===== src/rtl/lsu_mem_ctrl_if.sv =====
// rtl/lsu_mem_ctrl_if.sv - pipeline request/response and memory port bundle for lsu_mem_ctrl
interface lsu_mem_ctrl_if;
    logic        req_valid;
    logic        req_write;
    logic [1:0]  req_size;
    logic        req_unsigned;
    logic [31:0] req_addr;
    logic [31:0] req_wdata;

    logic        stall;
    logic        rsp_valid;
    logic [31:0] rsp_rdata;
    logic        misalign;

    logic [31:0] mem_addr;
    logic [31:0] mem_wdata;
    logic [3:0]  mem_be;
    logic        mem_we;
    logic        mem_re;
    logic [31:0] mem_rdata;

    // slave: the load/store unit itself
    modport slave (
        input  req_valid, req_write, req_size, req_unsigned, req_addr, req_wdata, mem_rdata,
        output stall, rsp_valid, rsp_rdata, misalign,
        output mem_addr, mem_wdata, mem_be, mem_we, mem_re
    );

    // master: the pipeline plus the data memory
    modport master (
        output req_valid, req_write, req_size, req_unsigned, req_addr, req_wdata, mem_rdata,
        input  stall, rsp_valid, rsp_rdata, misalign,
        input  mem_addr, mem_wdata, mem_be, mem_we, mem_re
    );
endinterface


===== src/rtl/lsu_mem_ctrl.sv =====
// rtl/lsu_mem_ctrl.sv - single-outstanding load/store initiator with lane steering and wait states
// Misaligned/illegal requests complete in one cycle without touching memory.
module lsu_mem_ctrl #(
    parameter int unsigned WAIT_CYCLES = 1
) (
    input  logic          Clk,
    input  logic          Reset,
    lsu_mem_ctrl_if.slave bus
);

    localparam logic [3:0] WAIT_LAST = 4'(WAIT_CYCLES);

    typedef enum logic [1:0] {IDLE, ACCESS, DONE} state_t;

    state_t      state, state_nxt;
    logic [3:0]  cnt, cnt_nxt;

    logic        op_write, op_write_nxt;
    logic [1:0]  op_size, op_size_nxt;
    logic        op_unsigned, op_unsigned_nxt;
    logic [1:0]  op_off, op_off_nxt;

    logic        rsp_valid_nxt;
    logic [31:0] rsp_rdata_nxt;
    logic        misalign_nxt;
    logic [31:0] mem_addr_nxt;
    logic [31:0] mem_wdata_nxt;
    logic [3:0]  mem_be_nxt;
    logic        mem_we_nxt;
    logic        mem_re_nxt;

    logic        req_bad;
    logic [3:0]  be_steer;
    logic [31:0] wdata_steer;
    logic [7:0]  lane_b;
    logic [15:0] lane_h;
    logic [31:0] load_val;

    assign bus.stall = bus.req_valid && (state != DONE);

    always_comb begin
        req_bad     = 1'b0;
        be_steer    = 4'b1111;
        wdata_steer = bus.req_wdata;
        case (bus.req_size)
            2'b00: begin
                be_steer    = 4'b0001 << bus.req_addr[1:0];
                wdata_steer = {4{bus.req_wdata[7:0]}};
            end
            2'b01: begin
                req_bad     = bus.req_addr[0];
                be_steer    = bus.req_addr[1] ? 4'b1100 : 4'b0011;
                wdata_steer = {2{bus.req_wdata[15:0]}};
            end
            2'b10:   req_bad = (bus.req_addr[1:0] != 2'b00);
            default: req_bad = 1'b1;
        endcase
    end

    // Extraction works from the captured offset/size, so later req_* changes cannot corrupt it.
    always_comb begin
        lane_b = bus.mem_rdata[{op_off, 3'b000} +: 8];
        lane_h = bus.mem_rdata[{op_off[1], 4'b0000} +: 16];
        case (op_size)
            2'b00:   load_val = {{24{lane_b[7] & ~op_unsigned}}, lane_b};
            2'b01:   load_val = {{16{lane_h[15] & ~op_unsigned}}, lane_h};
            default: load_val = bus.mem_rdata;
        endcase
    end

    always_comb begin
        state_nxt       = state;
        cnt_nxt         = cnt;
        op_write_nxt    = op_write;
        op_size_nxt     = op_size;
        op_unsigned_nxt = op_unsigned;
        op_off_nxt      = op_off;
        rsp_valid_nxt   = 1'b0;
        rsp_rdata_nxt   = bus.rsp_rdata;
        misalign_nxt    = bus.misalign;
        mem_addr_nxt    = bus.mem_addr;
        mem_wdata_nxt   = bus.mem_wdata;
        mem_be_nxt      = bus.mem_be;
        mem_we_nxt      = 1'b0;
        mem_re_nxt      = 1'b0;

        case (state)
            IDLE: begin
                if (bus.req_valid) begin
                    if (req_bad) begin
                        state_nxt     = DONE;
                        rsp_valid_nxt = 1'b1;
                        misalign_nxt  = 1'b1;
                        rsp_rdata_nxt = 32'h0;
                    end else begin
                        state_nxt       = ACCESS;
                        cnt_nxt         = 4'd0;
                        op_write_nxt    = bus.req_write;
                        op_size_nxt     = bus.req_size;
                        op_unsigned_nxt = bus.req_unsigned;
                        op_off_nxt      = bus.req_addr[1:0];
                        mem_addr_nxt    = {bus.req_addr[31:2], 2'b00};
                        mem_wdata_nxt   = wdata_steer;
                        mem_be_nxt      = be_steer;
                        mem_re_nxt      = !bus.req_write;
                        mem_we_nxt      = bus.req_write && (WAIT_LAST == 4'd0);
                    end
                end
            end
            ACCESS: begin
                if (cnt == WAIT_LAST) begin
                    state_nxt     = DONE;
                    rsp_valid_nxt = 1'b1;
                    misalign_nxt  = 1'b0;
                    rsp_rdata_nxt = op_write ? 32'h0 : load_val;
                end else begin
                    cnt_nxt    = cnt + 4'd1;
                    mem_re_nxt = !op_write;
                    // Strobes are registered, so the single write is armed one edge ahead.
                    mem_we_nxt = op_write && ((cnt + 4'd1) == WAIT_LAST);
                end
            end
            DONE:    state_nxt = IDLE;
            default: state_nxt = IDLE;
        endcase
    end

    always_ff @(posedge Clk or posedge Reset) begin
        if (Reset) begin
            state         <= IDLE;
            cnt           <= 4'd0;
            op_write      <= 1'b0;
            op_size       <= 2'b00;
            op_unsigned   <= 1'b0;
            op_off        <= 2'b00;
            bus.rsp_valid <= 1'b0;
            bus.rsp_rdata <= 32'h0;
            bus.misalign  <= 1'b0;
            bus.mem_addr  <= 32'h0;
            bus.mem_wdata <= 32'h0;
            bus.mem_be    <= 4'h0;
            bus.mem_we    <= 1'b0;
            bus.mem_re    <= 1'b0;
        end else begin
            state         <= state_nxt;
            cnt           <= cnt_nxt;
            op_write      <= op_write_nxt;
            op_size       <= op_size_nxt;
            op_unsigned   <= op_unsigned_nxt;
            op_off        <= op_off_nxt;
            bus.rsp_valid <= rsp_valid_nxt;
            bus.rsp_rdata <= rsp_rdata_nxt;
            bus.misalign  <= misalign_nxt;
            bus.mem_addr  <= mem_addr_nxt;
            bus.mem_wdata <= mem_wdata_nxt;
            bus.mem_be    <= mem_be_nxt;
            bus.mem_we    <= mem_we_nxt;
            bus.mem_re    <= mem_re_nxt;
        end
    end

endmodule


===== src/flat_wrapper.sv =====
// flat-port wrapper written by rule: the top's interface ports become plain ports
module lsu_mem_ctrl_flat 
#(
    parameter int unsigned WAIT_CYCLES = 1
)
  (Clk, Reset, bus_req_valid, bus_req_write, bus_req_size, bus_req_unsigned, bus_req_addr, bus_req_wdata, bus_mem_rdata, bus_stall, bus_rsp_valid, bus_rsp_rdata, bus_misalign, bus_mem_addr, bus_mem_wdata, bus_mem_be, bus_mem_we, bus_mem_re);
  lsu_mem_ctrl_if bus_i ();
  input  logic Clk;
  input  logic Reset;
  input wire logic [$bits(bus_i.req_valid)-1:0] bus_req_valid;
  input wire logic [$bits(bus_i.req_write)-1:0] bus_req_write;
  input wire logic [$bits(bus_i.req_size)-1:0] bus_req_size;
  input wire logic [$bits(bus_i.req_unsigned)-1:0] bus_req_unsigned;
  input wire logic [$bits(bus_i.req_addr)-1:0] bus_req_addr;
  input wire logic [$bits(bus_i.req_wdata)-1:0] bus_req_wdata;
  input wire logic [$bits(bus_i.mem_rdata)-1:0] bus_mem_rdata;
  output wire logic [$bits(bus_i.stall)-1:0] bus_stall;
  output wire logic [$bits(bus_i.rsp_valid)-1:0] bus_rsp_valid;
  output wire logic [$bits(bus_i.rsp_rdata)-1:0] bus_rsp_rdata;
  output wire logic [$bits(bus_i.misalign)-1:0] bus_misalign;
  output wire logic [$bits(bus_i.mem_addr)-1:0] bus_mem_addr;
  output wire logic [$bits(bus_i.mem_wdata)-1:0] bus_mem_wdata;
  output wire logic [$bits(bus_i.mem_be)-1:0] bus_mem_be;
  output wire logic [$bits(bus_i.mem_we)-1:0] bus_mem_we;
  output wire logic [$bits(bus_i.mem_re)-1:0] bus_mem_re;
  assign bus_i.req_valid = bus_req_valid;
  assign bus_i.req_write = bus_req_write;
  assign bus_i.req_size = bus_req_size;
  assign bus_i.req_unsigned = bus_req_unsigned;
  assign bus_i.req_addr = bus_req_addr;
  assign bus_i.req_wdata = bus_req_wdata;
  assign bus_i.mem_rdata = bus_mem_rdata;
  assign bus_stall = bus_i.stall;
  assign bus_rsp_valid = bus_i.rsp_valid;
  assign bus_rsp_rdata = bus_i.rsp_rdata;
  assign bus_misalign = bus_i.misalign;
  assign bus_mem_addr = bus_i.mem_addr;
  assign bus_mem_wdata = bus_i.mem_wdata;
  assign bus_mem_be = bus_i.mem_be;
  assign bus_mem_we = bus_i.mem_we;
  assign bus_mem_re = bus_i.mem_re;
  lsu_mem_ctrl #(.WAIT_CYCLES(WAIT_CYCLES)) u_core (.Clk(Clk), .Reset(Reset), .bus(bus_i));
endmodule

===== config.mk =====
export PLATFORM = sky130hd
export DESIGN_NAME = lsu_mem_ctrl_flat
export DESIGN_NICKNAME = d
export VERILOG_FILES = /design/src/rtl/lsu_mem_ctrl_if.sv /design/src/rtl/lsu_mem_ctrl.sv /design/src/flat_wrapper.sv
export SDC_FILE = /design/constraint.sdc
export NUM_CORES = 1
export LEC_CHECK = 0
export ABC_AREA = 1
export CAP_MARGIN = 25
export CORE_ASPECT_RATIO = 0.7
export CORE_MARGIN = 4
export CORE_UTILIZATION = 44
export DETAILED_ROUTE_END_ITERATION = 7
export PLACE_DENSITY = 0.76
export SYNTH_ARGS = -nofsm -noshare
export SYNTH_HDL_FRONTEND = slang
export SYNTH_SLANG_ARGS = --single-unit

===== constraint.sdc =====
create_clock -name Clk -period 4.97 [get_ports Clk]
set_input_delay 0.994 -clock Clk [delete_from_list [all_inputs] [get_ports Clk]]
set_output_delay 0.994 -clock Clk [all_outputs]
set_load 0.02 [all_outputs]

==> impl_metrics.csv, run 1 <==
group,metric,value,unit
timing,fin_tns_setup,0,ns
routing,final_antenna_net_count,0,
clock_network,clkSinkCount,114,
synth,synth-compound-area-share,6.27,%
routing,wl_per_cell,15.9,um
synth,synth-xor-area-share,0.320,%
power_and_ir_drop,ir_worst_vdd,332,uV
floorplan,core-area,11900,sq um
setup_path,critPathMaxFanout,3,
setup_path,reg2reg_depth,9,
synth,syn_inst,734,
worst_hold_path,min_to,"u_core.bus.mem_addr[4]",
timing,worst_hold_slack,0.468,ns
worst_hold_path,worstHoldStart,"u_core.bus.mem_addr[4]",
routing,drcViolationCount,0,
clock_network,numCtsBuffers,17,
floorplan,die_y,101,um
synth,synth_edf_count,0,
place,portBuffers,205,
global_routing,grt_pass1_vias,5523,
synth,synth_cell_types,26,
floorplan,row_count,33,
routing,totalWireLength,17.5,mm
timing,setup_violations,0,
place,routabilityCongestion,0.883,
synth,synthSimpleGateAreaFrac,33.9,%
timing,tightest_slew,1.03,ns
setup_path,crit_start,"bus_req_valid",
floorplan,die-area,14300,sq um
final_layout,finalNetCount,1035,
synth,yosysWarnings,0,
clock_network,cts_max_level,4,
synth,synthTopCellsByCount,"365 x nand2_1, 114 x dfrtp_1, 53 x nor2_1",
final_layout,synthToLayoutAreaGrowth,49.5,%
setup_path,end_kind,"primary output",
synth,synth.area.top_cells,"dfrtp_1 52%, nand2_1 25%, nor2_1 3.6%",
job,maxCapViolCount,0,
final_layout,drive_above_1_share,4.47,%
run_status,status,"finished clean",
global_routing,overflow,0,
clock_network,clockBufferDepth,2,
synth,synth_adder_area_share,0.686,%
worst_hold_path,hold_class,"flop to flop",
synth,synth_top_family_by_area,"simple AND/OR/NAND/NOR gates",
setup_path,cp-start-kind,"input pin",
timing,slew_violations,0,
clock_network,cts.hold.buffers_added,0,
timing,rsz0062_at_grt,"no",
worst_hold_path,hold_depth,2,
final_layout,nFillCells,958,
setup_path,r2r-end,"u_core.bus.rsp_rdata[18]",
synth,async_flop_share,100,%
place,dp_hpwl,12.5,mm
floorplan,initial_utilization,45.8,%
synth,synth.most_common_cell,"nand2_1",
power_and_ir_drop,p_leak,4.19,nW
setup_path,cp.required,3.98,ns
synth,syn_avg_cell_area,7.45,sq um
global_routing,antenna_found_initial,0,
setup_path,critPathKind,"input pin to primary output",
synth,synth-seq-cells,114,
global_routing,grt_pass1_wl,27.7,mm
clock_network,cts_tree,"done",
setup_path,regToRegSetupSlack,2.27,ns
final_layout,ff_latch_area,2850,sq um
timing,clock_skew,0.00975,ns
floorplan,ios,208,
timing,fmax,297,MHz
clock_network,cts_root_buf,"clkbuf_16",
clock_network,post_cts_buffers,0,
clock_network,cts_resized,0,
routing,via_per_inst,5.07,
synth,yosysTopAreaCellShare,52.2,%
floorplan,die_x,141,um
synth,netlist_area,5470,sq um
synth,yosysTopAreaCell,"dfrtp_1",
timing,relSlewSlack,31.4,%
clock_network,path_clk_slew,0.05,ns
timing,fin_crit_sh,67.8,%
synth,synthMuxAreaShare,0,%
timing,finalHoldViolCount,0,
clock_network,clk_latency,0.41,ns
synth,synth-seq-area-share,52.2,%
global_routing,track_usage,24.4,%
setup_path,r2r-start,"u_core.op_size[1]",
final_layout,multi_input_area,2260,sq um
timing,min_period,3.37,ns
synth,synthFlopType,"dfrtp_1",
setup_path,cp_data_arrival_time,2.38,ns
routing,dr.first_iter.drc_count,450,
global_routing,grt_start_max_net_pins,84,
routing,vias,5570,
power_and_ir_drop,power_density,639,nW/um^2
routing,dr.pass1.iters,6,
## through the flow
stage               instance area, sq um  util (%)  worst slack, ns  cells  power [W]
floorplan                           5470         -            0.960    735    0.00292
global placement                    7550      63.3             1.58   1063    0.00400
detailed placement                  7580      63.6             1.51   1065    0.00407
CTS                                 8130      68.1             1.60   1095    0.00524
global route                        8170      68.5             1.52   1097    0.00556
finish                              8170      68.5             1.60   1098    0.00523
## state kept, by name, summed over array words and instances, names as in the netlist
name,flops
u_core.cnt,4
u_core.state,2
u_core.bus.rsp_valid,1
u_core.bus.mem_we,1
u_core.op_unsigned,1
u_core.bus.mem_re,1
u_core.op_size,2
u_core.op_off,2
u_core.bus.misalign,1
u_core.bus.mem_wdata,32
u_core.bus.mem_addr,30
u_core.op_write,1
u_core.bus.rsp_rdata,32
u_core.bus.mem_be,4
## report_power, final
group	total (W)	internal (W)	leakage, nW	switching [W]
clock network	0.00114	0.000731	0.269	0.000408
logic	0.00242	0.00103	2.46	0.00138
registers	0.00167	0.00136	1.47	0.000312
total	0.00523	0.00312	4.19	0.00210
## critical path: stages
cell	delay [ns]
clkdlybuf4s50_1	0.45
inv_1	0.08
a21oi_1	0.20
clkdlybuf4s50_1	0.65
## routing by layer
metal  wire (um)  vias up  track usage (%)  share of wire [%]
met5           0        -                0                  0
met4         319        0             7.97                1.8
met3        2070       25             9.39                 12
met2        7730      282             36.5                 44
met1        7350     2595             33.0                 42
li1            -     2668                -                  -
## placed cells by master, fill, tap and decap left out
| cell type | count |
|---|---|
| nor3b_1 | 1 |
| clkdlybuf4s50_1 | 205 |
| clkbuf_1 | 4 |
| conb_1 | 2 |
| nand3_1 | 39 |
| inv_2 | 2 |
| nor2_4 | 1 |
| inv_4 | 1 |
| nand2_1 | 365 |
| nor3_1 | 7 |
| nor2_1 | 53 |
| o21ai_1 | 2 |
| xor2_1 | 2 |
| diode_2 | 1 |
| a21oi_1 | 18 |
| clkbuf_16 | 17 |
| clkbuf_8 | 4 |
| a211oi_1 | 2 |
| nand3_2 | 1 |
| clkinv_2 | 3 |
| buf_4 | 4 |
| bufinv_16 | 1 |
| buf_8 | 2 |
| ha_1 | 3 |
| o211ai_1 | 11 |
| clkinvlp_4 | 1 |
| nand4_1 | 1 |
| buf_12 | 2 |
| inv_1 | 40 |
| o21ai_0 | 29 |
| dfrtp_1 | 114 |
| or2_2 | 1 |
| nand2_2 | 2 |
## kinds of logic after synthesis
logic type | count (synthesis)
xor gates and xnor gates | 2
DFF | 114
other | 1
adders and majority gates | 3
and+or+nand+nor | 471
buffers and inverters | 81
AOI/OAI and AO/OA | 62
## final cells by class
class                      count  share of cell area [%]
inverter                      43                    2.01
clock inverter                 5                   0.643
timing repair buffer         213                    26.3
tap                          157                    2.40
multi-input combinational    540                    27.6
antenna                        1                  0.0306
clock buffer                  25                    6.06
sequential                   114                    34.9
## worst max-delay path by stage
stage / endpoint / slack (ns)
2_1_floorplan: u_core.bus.mem_addr[10] / 0.96
4_1_cts: bus_stall / 1.60
3_3_place_gp: bus_stall / 1.58
3_5_place_dp: u_core.bus.mem_addr[8] / 1.51
5_1_grt: bus_stall / 1.52
6_report: bus_stall / 1.60
(Power assumes the default switching activity.)
==> run 2: changes to the inputs <==
clock period = 3.5 ns   (was 4.97 ns; I/O delays follow)
==> run 2 against run 1 <==
Worst hold slack gained 0.00078 ns. Combinational power is 42% higher. Wire length up 0.54%. Sequential power rose by 42%. Total power is 44% higher. Register-to-register slack got worse by 1.0 ns. Clock skew is 0.0010 ns lower.
==> impl_metrics.csv, run 2 (synthesis gave the netlist of run 1 again) <==
group,metric,value,unit
floorplan,core-area,11900,sq um
clock_network,path_clk_slew,0.05,ns
floorplan,die_x,141,um
final_layout,final_cell_mix,"365 x nand2_1, 205 x clkdlybuf4s50_1, 114 x dfrtp_1, 53 x nor2_1, 40 x inv_1",
clock_network,clk_latency,0.41,ns
timing,setup_violations,0,
timing,finalHoldViolCount,0,
routing,dr.pass1.iters,5,
setup_path,critPathTopFamily,"buffers and inverters",
place,portBuffers,205,
routing,wl_per_cell,16.0,um
place,place_inst,1068,
setup_path,worstPathCellList,"clkdlybuf4s50_1 > inv_1 > a21oi_1 > clkdlybuf4s50_1",
setup_path,cp_common_cell,"clkdlybuf4s50_1",
clock_network,cts_resized,0,
floorplan,row_count,33,
final_layout,stdcell_count,1100,
timing,worst_hold_slack,0.468,ns
final_layout,synthToLayoutAreaGrowth,50.3,%
final_layout,reg.largest.list,"u_core.bus.mem_wdata (32), u_core.bus.rsp_rdata (32), u_core.bus.mem_addr (30)",
final_layout,drive_above_1_share,4.88,%
timing,clock_skew,0.00874,ns
timing,relSlewSlack,33.3,%
global_routing,grt_start_max_net_pins,79,
place,routabilityCongestion,0.882,
routing,vias,5538,
routing,final_antenna_net_count,0,
clock_network,cts.hold.buffers_added,0,
global_routing,grt_pass1_wl,28.1,mm
timing,fmax,356,MHz
global_routing,antenna_found_initial,0,
floorplan,ios,208,
power_and_ir_drop,power_density,918,nW/um^2
timing,tightest_slew,0.999,ns
power_and_ir_drop,ir_worst_vdd,472,uV
final_layout,final_common_cell,"nand2_1",
setup_path,cp-start-kind,"input pin",
clock_network,clkSinkCount,114,
global_routing,grt_pass1_vias,5534,
clock_network,numCtsBuffers,17,
setup_path,end_kind,"primary output",
place,dp_hpwl,12.6,mm
clock_network,clockBufferDepth,2,
clock_network,cts_root_buf,"clkbuf_16",
setup_path,critPathKind,"input pin to primary output",
clock_network,cts_max_level,4,
timing,fin_tns_setup,0,ns
routing,dr.first_iter.drc_count,474,
setup_path,cp.required,2.80,ns
setup_path,critPathMaxStageDelay,0.65,ns
worst_hold_path,hold_class,"flop to flop",
job,maxCapViolCount,0,
power_and_ir_drop,p_leak,4.21,nW
clock_network,cts_tree,"done",
routing,totalWireLength,17.6,mm
global_routing,track_usage,24.9,%
setup_path,critPathMaxFanout,3,
routing,via_per_inst,5.03,
floorplan,die-area,14300,sq um
run_status,status,"finished clean",
setup_path,path_buf_inv,3,
setup_path,critPathSlowestCell,"clkdlybuf4s50_1",
timing,fin_crit_sh,80.2,%
final_layout,diodes,0,
timing,slew_violations,0,
clock_network,post_cts_buffers,0,
setup_path,cp_data_arrival_time,2.11,ns
final_layout,finalNetCount,1036,
floorplan,die_y,101,um
timing,min_period,2.81,ns
floorplan,initial_utilization,45.8,%
power_and_ir_drop,p_total,0.00754,W
routing,drcViolationCount,0,
global_routing,overflow,0,
timing,rsz0062_at_grt,"no",
## run 2: changes by cell type in the layout (fill, tap and decap cells not counted), sizes merged
| cell | previous run | this run |
|---|---|---|
| clkinv | 3 | 7 |
| buf | 8 | 9 |
| bufinv | 1 | 3 |
| diode | 1 | 0 |
| inv | 43 | 42 |
| clkinvlp | 1 | 2 |
| clkbuf | 25 | 21 |
## run 2: stage by stage
stage | util (%) | setup slack, ns | area (sq um)
CTS | 68.9 | 0.709 | 8220
global placement | 63.9 | 0.701 | 7630
global route | 68.9 | 0.681 | 8220
finish | 68.9 | 0.694 | 8220
floorplan | - | 1.41 | 5480
detailed placement | 63.9 | 0.705 | 7630
## run 2: cell type report
| class | count | area (sq um) |
|---|---|---|
| fill | 943 | 3720 |
| inverter | 43 | 165 |
| multi-input combinational | 540 | 2260 |
| clock inverter | 11 | 136 |
| sequential | 114 | 2850 |
| clock buffer | 21 | 450 |
| tap | 157 | 196 |
| timing repair buffer | 214 | 2160 |
## run 2: path summary, 6_finish.rpt
path,start,to,slack (ns),cells after the start
setup reg to reg,u_core.cnt[1],u_core.bus.rsp_rdata[18],1.23,7
min in group asynchronous,Reset,u_core.bus.misalign,0.65,2
hold reg to reg,u_core.bus.mem_addr[12],u_core.bus.mem_addr[12],0.47,2
max in group asynchronous,Reset,u_core.bus.rsp_rdata[17],2.10,3
hold / removal,u_core.bus.mem_addr[12],u_core.bus.mem_addr[12],0.47,2
setup / recovery,bus_req_valid,bus_stall,0.69,4
## run 2: worst register-to-register path: stages, from the launching register on
cell	delay, ns
dfrtp_1	0.42
inv_1	0.11
ha_1	0.14
nor3b_1	0.31
nand2_1	0.65
a21oi_1	0.42
nand2_1	0.09
nand2_1	0.07
## run 2: power by group
| group | internal, W | switching [W] | total [W] | leakage, nW |
|---|---|---|---|---|
| combinational | 0.00147 | 0.00197 | 0.00344 | 2.46 |
| sequential | 0.00192 | 0.000445 | 0.00237 | 1.47 |
| clock | 0.00113 | 0.000603 | 0.00173 | 0.290 |
| total | 0.00453 | 0.00302 | 0.00754 | 4.21 |
## run 2: layer usage
| metal | share of wire, % | vias to the layer above | wire length (um) | track usage, % |
|---|---|---|---|---|
| met1 | 43 | 2571 | 7530 | 33.4 |
| li1 | - | 2667 | - | - |
| met5 | 0 | - | 0 | 0 |
| met4 | 1.9 | 0 | 335 | 8.56 |
| met2 | 44 | 269 | 7670 | 37.5 |
| met3 | 12 | 31 | 2030 | 9.34 |
==> run 3: changes to the inputs <==
clock period = 2.7 ns   (was 3.5 ns; I/O delays follow)
==> run 3 against run 2 <==
Via count shrank 0.90%. Worst setup slack lost 0.44 ns. First-iteration DRC count grew 0.42%. Clock power grew 24%. Design area grew 0.30%. Non-clock buffer count grew 5. Critical path type unchanged. Highest routed layer unchanged.
==> impl_metrics.csv, run 3 (synthesis gave the netlist of run 1 again) <==
group,metric,value,unit
final_layout,ff_latch_area,2850,sq um
power_and_ir_drop,ir_worst_vdd,673,uV
setup_path,worstSetupEndpoint,"bus_stall",
final_layout,finalNetCount,1041,
job,maxCapViolCount,0,
global_routing,track_usage,24.2,%
final_layout,diodes,0,
global_routing,met1_usage,32.5,%
setup_path,worstPathCellList,"clkdlybuf4s50_1 > inv_1 > a21oi_1 > clkdlybuf4s50_1",
timing,finalWorstSetupSlack,0.249,ns
clock_network,cts.hold.buffers_added,0,
setup_path,critPathKind,"input pin to primary output",
timing,clock_skew,0.00831,ns
clock_network,clk_latency,0.40,ns
setup_path,cp_common_cell,"clkdlybuf4s50_1",
final_layout,drive_above_1_share,5.60,%
routing,dr.first_iter.drc_count,476,
setup_path,critPathMaxStageDelay,0.64,ns
clock_network,cts_root_buf,"clkbuf_16",
final_layout,final_cell_mix,"365 x nand2_1, 205 x clkdlybuf4s50_1, 114 x dfrtp_1, 53 x nor2_1, 40 x inv_1",
timing,tightest_slew,0.767,ns
clock_network,clkSinkCount,114,
timing,finalHoldViolCount,0,
floorplan,die_y,101,um
timing,rsz0062_at_grt,"no",
floorplan,ios,208,
setup_path,path_buf_inv,3,
clock_network,post_cts_buffers,0,
setup_path,regToRegSetupSlack,0.65,ns
final_layout,synthToLayoutAreaGrowth,50.7,%
setup_path,critPathSlowestCell,"clkdlybuf4s50_1",
setup_path,reg2reg_depth,9,
floorplan,die-area,14300,sq um
global_routing,grt_start_max_net_pins,61,
timing,fin_crit_sh,90.8,%
routing,final_antenna_net_count,0,
setup_path,cp_num_cells,4,
routing,vias,5488,
clock_network,numCtsBuffers,17,
global_routing,overflow,0,
global_routing,grt.busiest_layer,"met2",
run_status,status,"finished clean",
setup_path,cp-start-kind,"input pin",
timing,setup_violations,0,
place,dp_hpwl,12.6,mm
routing,via_per_inst,4.97,
timing,fmax,408,MHz
routing,totalWireLength,17.2,mm
final_layout,reg.largest.list,"u_core.bus.mem_wdata (32), u_core.bus.rsp_rdata (32), u_core.bus.mem_addr (30)",
setup_path,cp_data_arrival_time,1.91,ns
routing,drcViolationCount,0,
floorplan,die_x,141,um
worst_hold_path,hold_depth,2,
clock_network,cts_tree,"done",
floorplan,core-area,11900,sq um
final_layout,nFillCells,978,
place,routabilityCongestion,0.874,
power_and_ir_drop,power_density,1170,nW/um^2
final_layout,final_common_cell,"nand2_1",
global_routing,grt_pass1_vias,5499,
power_and_ir_drop,p_leak,4.22,nW
timing,relSlewSlack,48.7,%
place,portBuffers,205,
global_routing,grt_pass1_wl,27.7,mm
clock_network,path_clk_slew,0.05,ns
setup_path,r2r-start,"u_core.op_off[1]",
global_routing,use_met2,36.6,%
setup_path,r2r-end,"u_core.bus.rsp_rdata[17]",
floorplan,initial_utilization,45.8,%
setup_path,cp.required,2.16,ns
global_routing,grt_util_met3,9.20,%
setup_path,critPathTopFamily,"buffers and inverters",
timing,min_period,2.45,ns
final_layout,multi_input_area,2260,sq um
timing,slew_violations,0,
worst_hold_path,hold_class,"flop to flop",
setup_path,critPathMaxFanout,3,
setup_path,crit_start,"bus_req_valid",
timing,fin_tns_setup,0,ns
place,pre_cts_slack,0.237,ns
clock_network,clockBufferDepth,2,
setup_path,end_kind,"primary output",
routing,dr.pass1.iters,5,
floorplan,row_count,33,
clock_network,cts_resized,0,
global_routing,antenna_found_initial,0,
routing,wl_per_cell,15.6,um
clock_network,cts_max_level,4,
run 3: worst min path at each step:
stage	from	end	slack, ns
2_1_floorplan	u_core.cnt[3]	u_core.cnt[3]	0.48
3_3_place_gp	u_core.bus.mem_addr[28]	u_core.bus.mem_addr[28]	0.45
3_5_place_dp	u_core.bus.mem_wdata[1]	u_core.bus.mem_wdata[1]	0.46
4_1_cts	u_core.bus.mem_addr[20]	u_core.bus.mem_addr[20]	0.47
5_1_grt	u_core.bus.mem_addr[25]	u_core.bus.mem_addr[25]	0.48
6_report	u_core.bus.mem_addr[13]	u_core.bus.mem_addr[13]	0.47
run 3: stage by stage:
step / utilization, % / total power [W] / area, sq um / cells / hold slack, ns
after floorplan: - / 0.00538 / 5480 / 735 / 0.484
after global routing: 69.1 / 0.0103 / 8240 / 1104 / 0.483
after detailed placement: 64.3 / 0.00752 / 7670 / 1073 / 0.458
after CTS: 69.1 / 0.00973 / 8240 / 1104 / 0.472
after global placement: 64.3 / 0.00741 / 7670 / 1073 / 0.452
final: 69.1 / 0.00967 / 8240 / 1104 / 0.469
run 3: layout make-up:
| cell class | count | share of cell area, % |
|---|---|---|
| Sequential cell | 114 | 34.6 |
| Multi-Input combinational cell | 540 | 27.4 |
| Timing Repair Buffer | 219 | 26.6 |
| Clock buffer | 22 | 6.00 |
| Tap cell | 157 | 2.38 |
| Inverter | 43 | 2.00 |
| Clock inverter | 9 | 0.972 |
run 3: power by group:
part           leakage (nW)  total, W  switching (W)  internal, W
clock network         0.276   0.00215       0.000773      0.00137
registers              1.47   0.00303       0.000534      0.00250
logic                  2.48   0.00449        0.00257      0.00192
run 3: worst min-delay path, cell delays in order (launching register included):
cell	delay [ns]
dfrtp_1	0.34
nand2_1	0.05
nand2_1	0.05
run 3: metal layers:
layer / vias to the layer above / wire [um]
met5: - / 0
met4: 0 / 257
met3: 22 / 1990
met2: 265 / 7620
met1: 2524 / 7360
li1: 2677 / -
